**src/rtl/rom_sequencer_pkg.sv**
```systemverilog
// Shared defaults and FSM state encoding for the ROM burst sequencer.
package rom_sequencer_pkg;

  localparam int ADDR_W_DEF = 3;
  localparam int DATA_W_DEF = 4;

  typedef enum logic [1:0] {
    ST_IDLE  = 2'd0,
    ST_FETCH = 2'd1,
    ST_HOLD  = 2'd2,
    ST_DONE  = 2'd3
  } state_e;

endpackage : rom_sequencer_pkg

```
**src/rtl/rom_sequencer.sv**
```systemverilog
// ROM burst sequencer: walks an external combinational ROM from start_addr
// for len words, hands each word out through a valid/ready port and keeps a
// running checksum of the words actually transferred.
//
// state | meaning
// ------+-------------------------------------------------------------
// IDLE  | waiting for start (ignored when abort is also high)
// FETCH | rom_addr = cur_addr; ROM word is captured on the next edge
// HOLD  | out_valid high, word held until out_ready accepts it
// DONE  | one-cycle done pulse, then back to IDLE
module rom_sequencer
  import rom_sequencer_pkg::*;
#(
  parameter int ADDR_W = ADDR_W_DEF,
  parameter int DATA_W = DATA_W_DEF
) (
  input  logic              clk,
  input  logic              rst_n,
  input  logic              start,
  input  logic [ADDR_W-1:0] start_addr,
  input  logic [ADDR_W-1:0] len,
  input  logic              abort,
  output logic [ADDR_W-1:0] rom_addr,
  input  logic [DATA_W-1:0] rom_data,
  output logic [DATA_W-1:0] out_data,
  output logic              out_valid,
  input  logic              out_ready,
  output logic              busy,
  output logic              done,
  output logic [DATA_W-1:0] checksum
);

  // remaining is one bit wider so that len == 0 can stand for a full 2^ADDR_W burst
  localparam logic [ADDR_W:0]   REM_ONE  = {{ADDR_W{1'b0}}, 1'b1};
  localparam logic [ADDR_W:0]   REM_FULL = {1'b1, {ADDR_W{1'b0}}};
  localparam logic [ADDR_W-1:0] ADDR_ONE = {{(ADDR_W-1){1'b0}}, 1'b1};

  state_e              state_q, state_d;
  logic [ADDR_W-1:0]   cur_addr_q, cur_addr_d;
  logic [ADDR_W:0]     remaining_q, remaining_d;
  logic [DATA_W-1:0]   out_data_q, out_data_d;
  logic                out_valid_q, out_valid_d;
  logic [DATA_W-1:0]   checksum_q, checksum_d;

  // State and datapath registers; reset clears everything asynchronously
  always_ff @(posedge clk or negedge rst_n) begin
    if (!rst_n) begin
      state_q     <= ST_IDLE;
      cur_addr_q  <= '0;
      remaining_q <= '0;
      out_data_q  <= '0;
      out_valid_q <= 1'b0;
      checksum_q  <= '0;
    end else begin
      state_q     <= state_d;
      cur_addr_q  <= cur_addr_d;
      remaining_q <= remaining_d;
      out_data_q  <= out_data_d;
      out_valid_q <= out_valid_d;
      checksum_q  <= checksum_d;
    end
  end

  // Next-state and datapath update; abort overrides the state transition
  // last so a word accepted in the same cycle is still summed
  always_comb begin
    state_d     = state_q;
    cur_addr_d  = cur_addr_q;
    remaining_d = remaining_q;
    out_data_d  = out_data_q;
    out_valid_d = out_valid_q;
    checksum_d  = checksum_q;

    case (state_q)
      ST_IDLE: begin
        if (start && !abort) begin
          cur_addr_d  = start_addr;
          remaining_d = (len == '0) ? REM_FULL : {1'b0, len};
          checksum_d  = '0;
          state_d     = ST_FETCH;
        end
      end
      ST_FETCH: begin
        out_data_d  = rom_data;
        out_valid_d = 1'b1;
        state_d     = ST_HOLD;
      end
      ST_HOLD: begin
        if (out_valid_q && out_ready) begin
          checksum_d  = checksum_q + out_data_q;
          out_valid_d = 1'b0;
          remaining_d = remaining_q - REM_ONE;
          if (remaining_q == REM_ONE) begin
            state_d = ST_DONE;
          end else begin
            cur_addr_d = cur_addr_q + ADDR_ONE;
            state_d    = ST_FETCH;
          end
        end
      end
      ST_DONE: begin
        state_d = ST_IDLE;
      end
      default: begin
        state_d = ST_IDLE;
      end
    endcase

    if (abort && (state_q != ST_IDLE)) begin
      state_d     = ST_IDLE;
      out_valid_d = 1'b0;
    end
  end

  assign rom_addr  = cur_addr_q;
  assign out_data  = out_data_q;
  assign out_valid = out_valid_q;
  assign checksum  = checksum_q;
  assign busy      = (state_q != ST_IDLE);
  assign done      = (state_q == ST_DONE);

endmodule : rom_sequencer
```
**config.mk**
```make
export PLATFORM = sky130hd
export DESIGN_NAME = rom_sequencer
export DESIGN_NICKNAME = d
export VERILOG_FILES = /design/src/rtl/rom_sequencer_pkg.sv /design/src/rtl/rom_sequencer.sv
export SDC_FILE = /design/constraint.sdc
export NUM_CORES = 1
export LEC_CHECK = 0
export CORE_MARGIN = 2
export CORE_UTILIZATION = 50
export DETAILED_ROUTE_END_ITERATION = 6
export PLACE_DENSITY = 0.83
export SLEW_MARGIN = 20
export SYNTH_ARGS = -nofsm -noshare
export SYNTH_HDL_FRONTEND = slang
export SYNTH_SLANG_ARGS = --single-unit
```
**constraint.sdc**
```tcl
create_clock -name clk -period 2.8 [get_ports clk]
set_clock_uncertainty 0.2 [all_clocks]
set_input_delay 0.56 -clock clk [delete_from_list [all_inputs] [get_ports clk]]
set_output_delay 0.56 -clock clk [all_outputs]
set_load 0.01 [all_outputs]
```
After elaboration in Yosys (flattened, before gate mapping)
Index checks and enable logic that the tools add are counted.
- bits in registers: 18
- input bits: 15
- output and inout port bits: 14
- word-level logic and storage cells: 50
- add/subtract/negate cells: 3
- eq/ne operators: 9
- multiplexer cells: 19
- reduce and logical (&&, ||, !) cells: 13
- operators by type and width (operator ; number):
    $mux 4 ; 5
    $pmux 4 s2 ; 2
    $mux 3 ; 3
    $mux 2 ; 4
    $pmux 2 s4 ; 1
    $ne 2x2->1 const B ; 3
    $ne 3x3->1 const B ; 2
    $pmux 3 s2 ; 1
    $add 4x4->4 ; 1
    $eq 2x2->1 const B ; 2
    $eq 4x1->1 const B ; 1
    $reduce_and 2->1 ; 2
    $reduce_and 4->1 ; 1
    $reduce_bool 2->1 ; 2
    $sub 4x1->4 const B ; 1
    $add 3x1->3 const B ; 1
    $logic_and 1x1->1 ; 3
    $logic_not 3->1 ; 1
    $reduce_and 3->1 ; 1
    $reduce_bool 3->1 ; 1
    $eq 2x1->1 const B ; 1
    $logic_not 2->1 ; 1
    $mux 1 ; 2
    $pmux 1 s2 ; 1
    $logic_not 1->1 ; 1

Logic depth before layout (Yosys ltp)
- depth in word-level cells: 5
- gate-level depth with buffers: 6

Worst setup path before layout
No wires, ideal clock.
- path kind: input -> register
- start: input port abort
- end: register cur_addr_q[0] (netlist: rom_addr[0])
- setup time: 69 ps
- arrival: 1680 ps
- slack: 851 ps
- cell stages on the path: 4
- path buffers: 0
- path through: or3b_1 a21o_1 or4_1 nand3_1
- word-level cells in the longest chain between the ends: 4
- ends and longest elaborated chain (element ; line ; text):
    start, declared ; rom_sequencer.sv:22 ; input logic abort,
    $logic_not 1->1 ; rom_sequencer.sv:76 ; if (start && !abort) begin
    $logic_and 1x1->1 ; rom_sequencer.sv:76 ;
    $ne 2x2->1 (no source line) ; -- ;
    $reduce_and 4->1 (no source line) ; -- ;
    end signal, assigned ; rom_sequencer.sv:56 ; cur_addr_q <= cur_addr_d;
    end, declared ; rom_sequencer.sv:39 ; logic [ADDR_W-1:0] cur_addr_q, cur_addr_d;
Every way passes these cells.
A chain may end at the register's enable or synchronous reset.

Final worst setup path
- start: register state_q[0]
- end: output port busy
- word-level cells in the longest chain between the ends: 1
- ends and longest elaborated chain (element ; line ; text):
    start, declared ; rom_sequencer.sv:38 ; state_e state_q, state_d;
    start signal, assigned ; rom_sequencer.sv:55 ; state_q <= state_d;
    $reduce_bool 2->1 ; rom_sequencer.sv:119 ; assign busy = (state_q != ST_IDLE);
    end, declared ; rom_sequencer.sv:28 ; output logic busy,
Every way passes these cells.

==> impl_results.md <==
- Status: complete, no violations
- Final core occ: 70.88%
- First-pass GRT wire length: 4146 um
- Worst-Margin Slew: 0.8094 ns
- Total grt overflow: 0
- Reg-to-reg endpoint: rom_addr[1]
- GRT Overall Usage: 22.68%
- Crit path buf inv count: 1
- CP cell instances: or2_2 > clkdlybuf4s50_1
- Clock sink total: 18
- DR iter-0 viols: 22
- Starting Density: 52.58%
- Critical path fanouts, max: 10
- Root buffer selected by CTS: clkbuf_4
- Area taken by multi-input logic gates: 530.5 um^2
- Lkg Pwr: 0.6014 nW
- Cells after Synth: 108
- DP HPWL: 1806 um
- Largest area contributor in the netlist: dfrtp_1
- VDD IR max: 553.6 uV
- Number of fillers in the final layout: 143
- Final Hold Viols: 0
- Postcts setup bufs: 0
- Yosys warns: 0
- Worst R2R Setup Slack: 0.65 ns
- Top-count cell post-synth: dfrtp_1
- Layout cells sized above 1: 10.07%
- Top cells by count, synth: dfrtp_1 (18), nand2_1 (11), a21oi_1 (9), nand3_1 (9), o21ai_0 (8)
- Die area: 0.002420 mm^2
- Reg-to-Reg Start: state_q[0]
- Post-synth EDFFs: 0
- Tmin final: 2.373 ns
- Nets@finish: 162
- Initial antenna violation count: 0
- Core ar.: 0.001942 mm^2
- Number of global-route vias before repair: 880
- WHS Path Cells: 2
- WS Path Type: reg2out
- WHS Endpoint: checksum[0]
- DR vias/cell: 5.416
- Gpl congestion: 0.7905
- Startpoint types: flop
- Wirelength, routed: 2361 um
- Clock buffer count from CTS: 3
- Netlist cell types: 31
- Syn avg cell area: 9.454 um^2
- Count of final max-slew check failures: 0
- Crit-path slowest cell: dfrtp_1
- Share of the synthesized area in the top cell type: 44.12%
- Maximum clock frequency: 0.4214 GHz
- Setup TNS: 0 ns
- R2R depth: 4
- Chip height: 49.19 um
- PD cells: 814.3 mW/mm^2
- Synth Cell Area: 0.001021 mm^2
- CTS max path bufs: 2
- Die Wd: 49.19 um
- # hold bufs at CTS: 0
- Count of port buffers added during placement: 28
- ANT cells: 0
- Largest net degree at the start of global routing: 19
- Slew HR: 45.87%
- Synth Net Count: 130
- H-Tree Depth: 1
- DR vias: 899
- Clock-pin slew on the worst setup and hold paths: 0.11 ns
- Register area share after synthesis: 44.12%
- Storage cell area: 450.4 um^2
- Crit share post-route: 84.74%
- Unrepaired setup endpoints after global routing: false
- Worst EP required: 2.04 ns
- CTS tree: built
- Area Overhead vs Synth: 34.80%
- Hold WC Path Type: reg2reg
- Rows: 16
- CP peak stage delay: 0.50 ns
- Data arrival, critical path: 1.61 ns
- Drt pass-1 iters: 4
- Dominant synthesized flop cell: dfrtp_1
- Largest delay share family, worst path: flip-flops
- Synth async-reset ratio: 100.0%
- CP endpoint kind: output pin
- Top post-synthesis cells by area: dfrtp_1 (44%), ha_1 (7.4%), mux2_2 (5.5%), a21oi_1 (4.4%), nand3_1 (4.4%)
- ANT nets after route: 0
- Cts repair resizes: 0
- IO Pins: 29
- #FFs+latches synth: 18
- Max_cap viols: 0
- Final setup violation count: 0
- DRC violations left: 0
- Clk_lat worst skew: 0.30 ns
- Hold Path Origin: checksum[0]
- Wire per inst: 14.22 um
-- per-stage QoR --
step	cell area, um^2	hold slack, ns	cells	worst slack (ns)	total power (W)
4_1_cts	1376	0.3139	166	0.4187	0.001127
6_report	1376	0.3111	166	0.4272	0.001121
3_3_place_gp	1340	0.3004	162	0.3305	0.0009256
2_1_floorplan	1021	0.06441	108	0.8515	0.0007059
5_1_grt	1376	0.3694	166	0.3652	0.001204
3_5_place_dp	1340	0.2903	162	0.2729	0.0009583
-- placed cells by master, fill, tap and decap left out, drive strengths merged, types with 2 or more instances in the layout --
cell	n
or4	2
clkdlybuf4s50	28
a21oi	9
mux2	5
mux2i	2
nand3	9
nor2	7
dfrtp	18
buf	3
o21ai	8
inv	6
nand2	11
nor3	2
nand2b	3
clkbuf	4
ha	6
-- worst max-delay path by stage --
stage,cells past startpoint,to,startpoint
after floorplan,4,rom_addr[0],abort
after global routing,2,busy,state_q[0]
after global placement,5,rom_addr[0],abort
after CTS,2,busy,state_q[0]
after detailed placement,5,rom_addr[1],abort
final,2,busy,state_q[0]
-- layer usage --
layer / up-vias / track usage [%] / routed length, um
met5: - / 0 / 0
met3: 7 / 3.067 / 79
met2: 23 / 39.86 / 1220
met4: 0 / 10.00 / 60
li1: 442 / - / -
met1: 427 / 27.45 / 1001
-- cell type report --
type	count	share of cell area [%]
Clock buffer	4	2.636
Sequential cell	18	32.73
Tap cell	27	2.455
Inverter	6	1.636
Timing Repair Buffer	31	22.00
Multi-Input combinational cell	80	38.55
-- sequential cells by signal, summed over array words and instances, names as in the netlist --
register / flops
remaining_q: 4
checksum: 4
state_q: 2
out_data: 4
rom_addr: 3
out_valid: 1
-- worst min-delay path, stage by stage, from the launching register on --
cell and delay, ns:
dfrtp_1 0.38, nand2_1 0.05, nand2_1 0.05
-- kinds of logic (layout without fill, tap and decap cells) --
| logic type | after synthesis | count (layout) | share of synthesized area [%] |
|---|---|---|---|
| AO/OA/AOI/OAI | 24 | 24 | 13.60 |
| adder cells (fa/ha/maj) | 7 | 7 | 9.314 |
| XOR/XNOR | 1 | 1 | 0.8580 |
| AND/OR/NAND/NOR | 41 | 41 | 20.71 |
| buffers and inverters | 10 | 41 | 3.922 |
| flip-flops | 18 | 18 | 44.12 |
| multiplexers | 7 | 7 | 7.475 |
-- power by group --
group	internal (W)	switching, W
Clock	0.0000794	0.0000874
Combinational	0.000278	0.000218
Sequential	0.000354	0.000103
Total	0.000712	0.000409
Note: power is estimated with default switching activity, not from simulation.
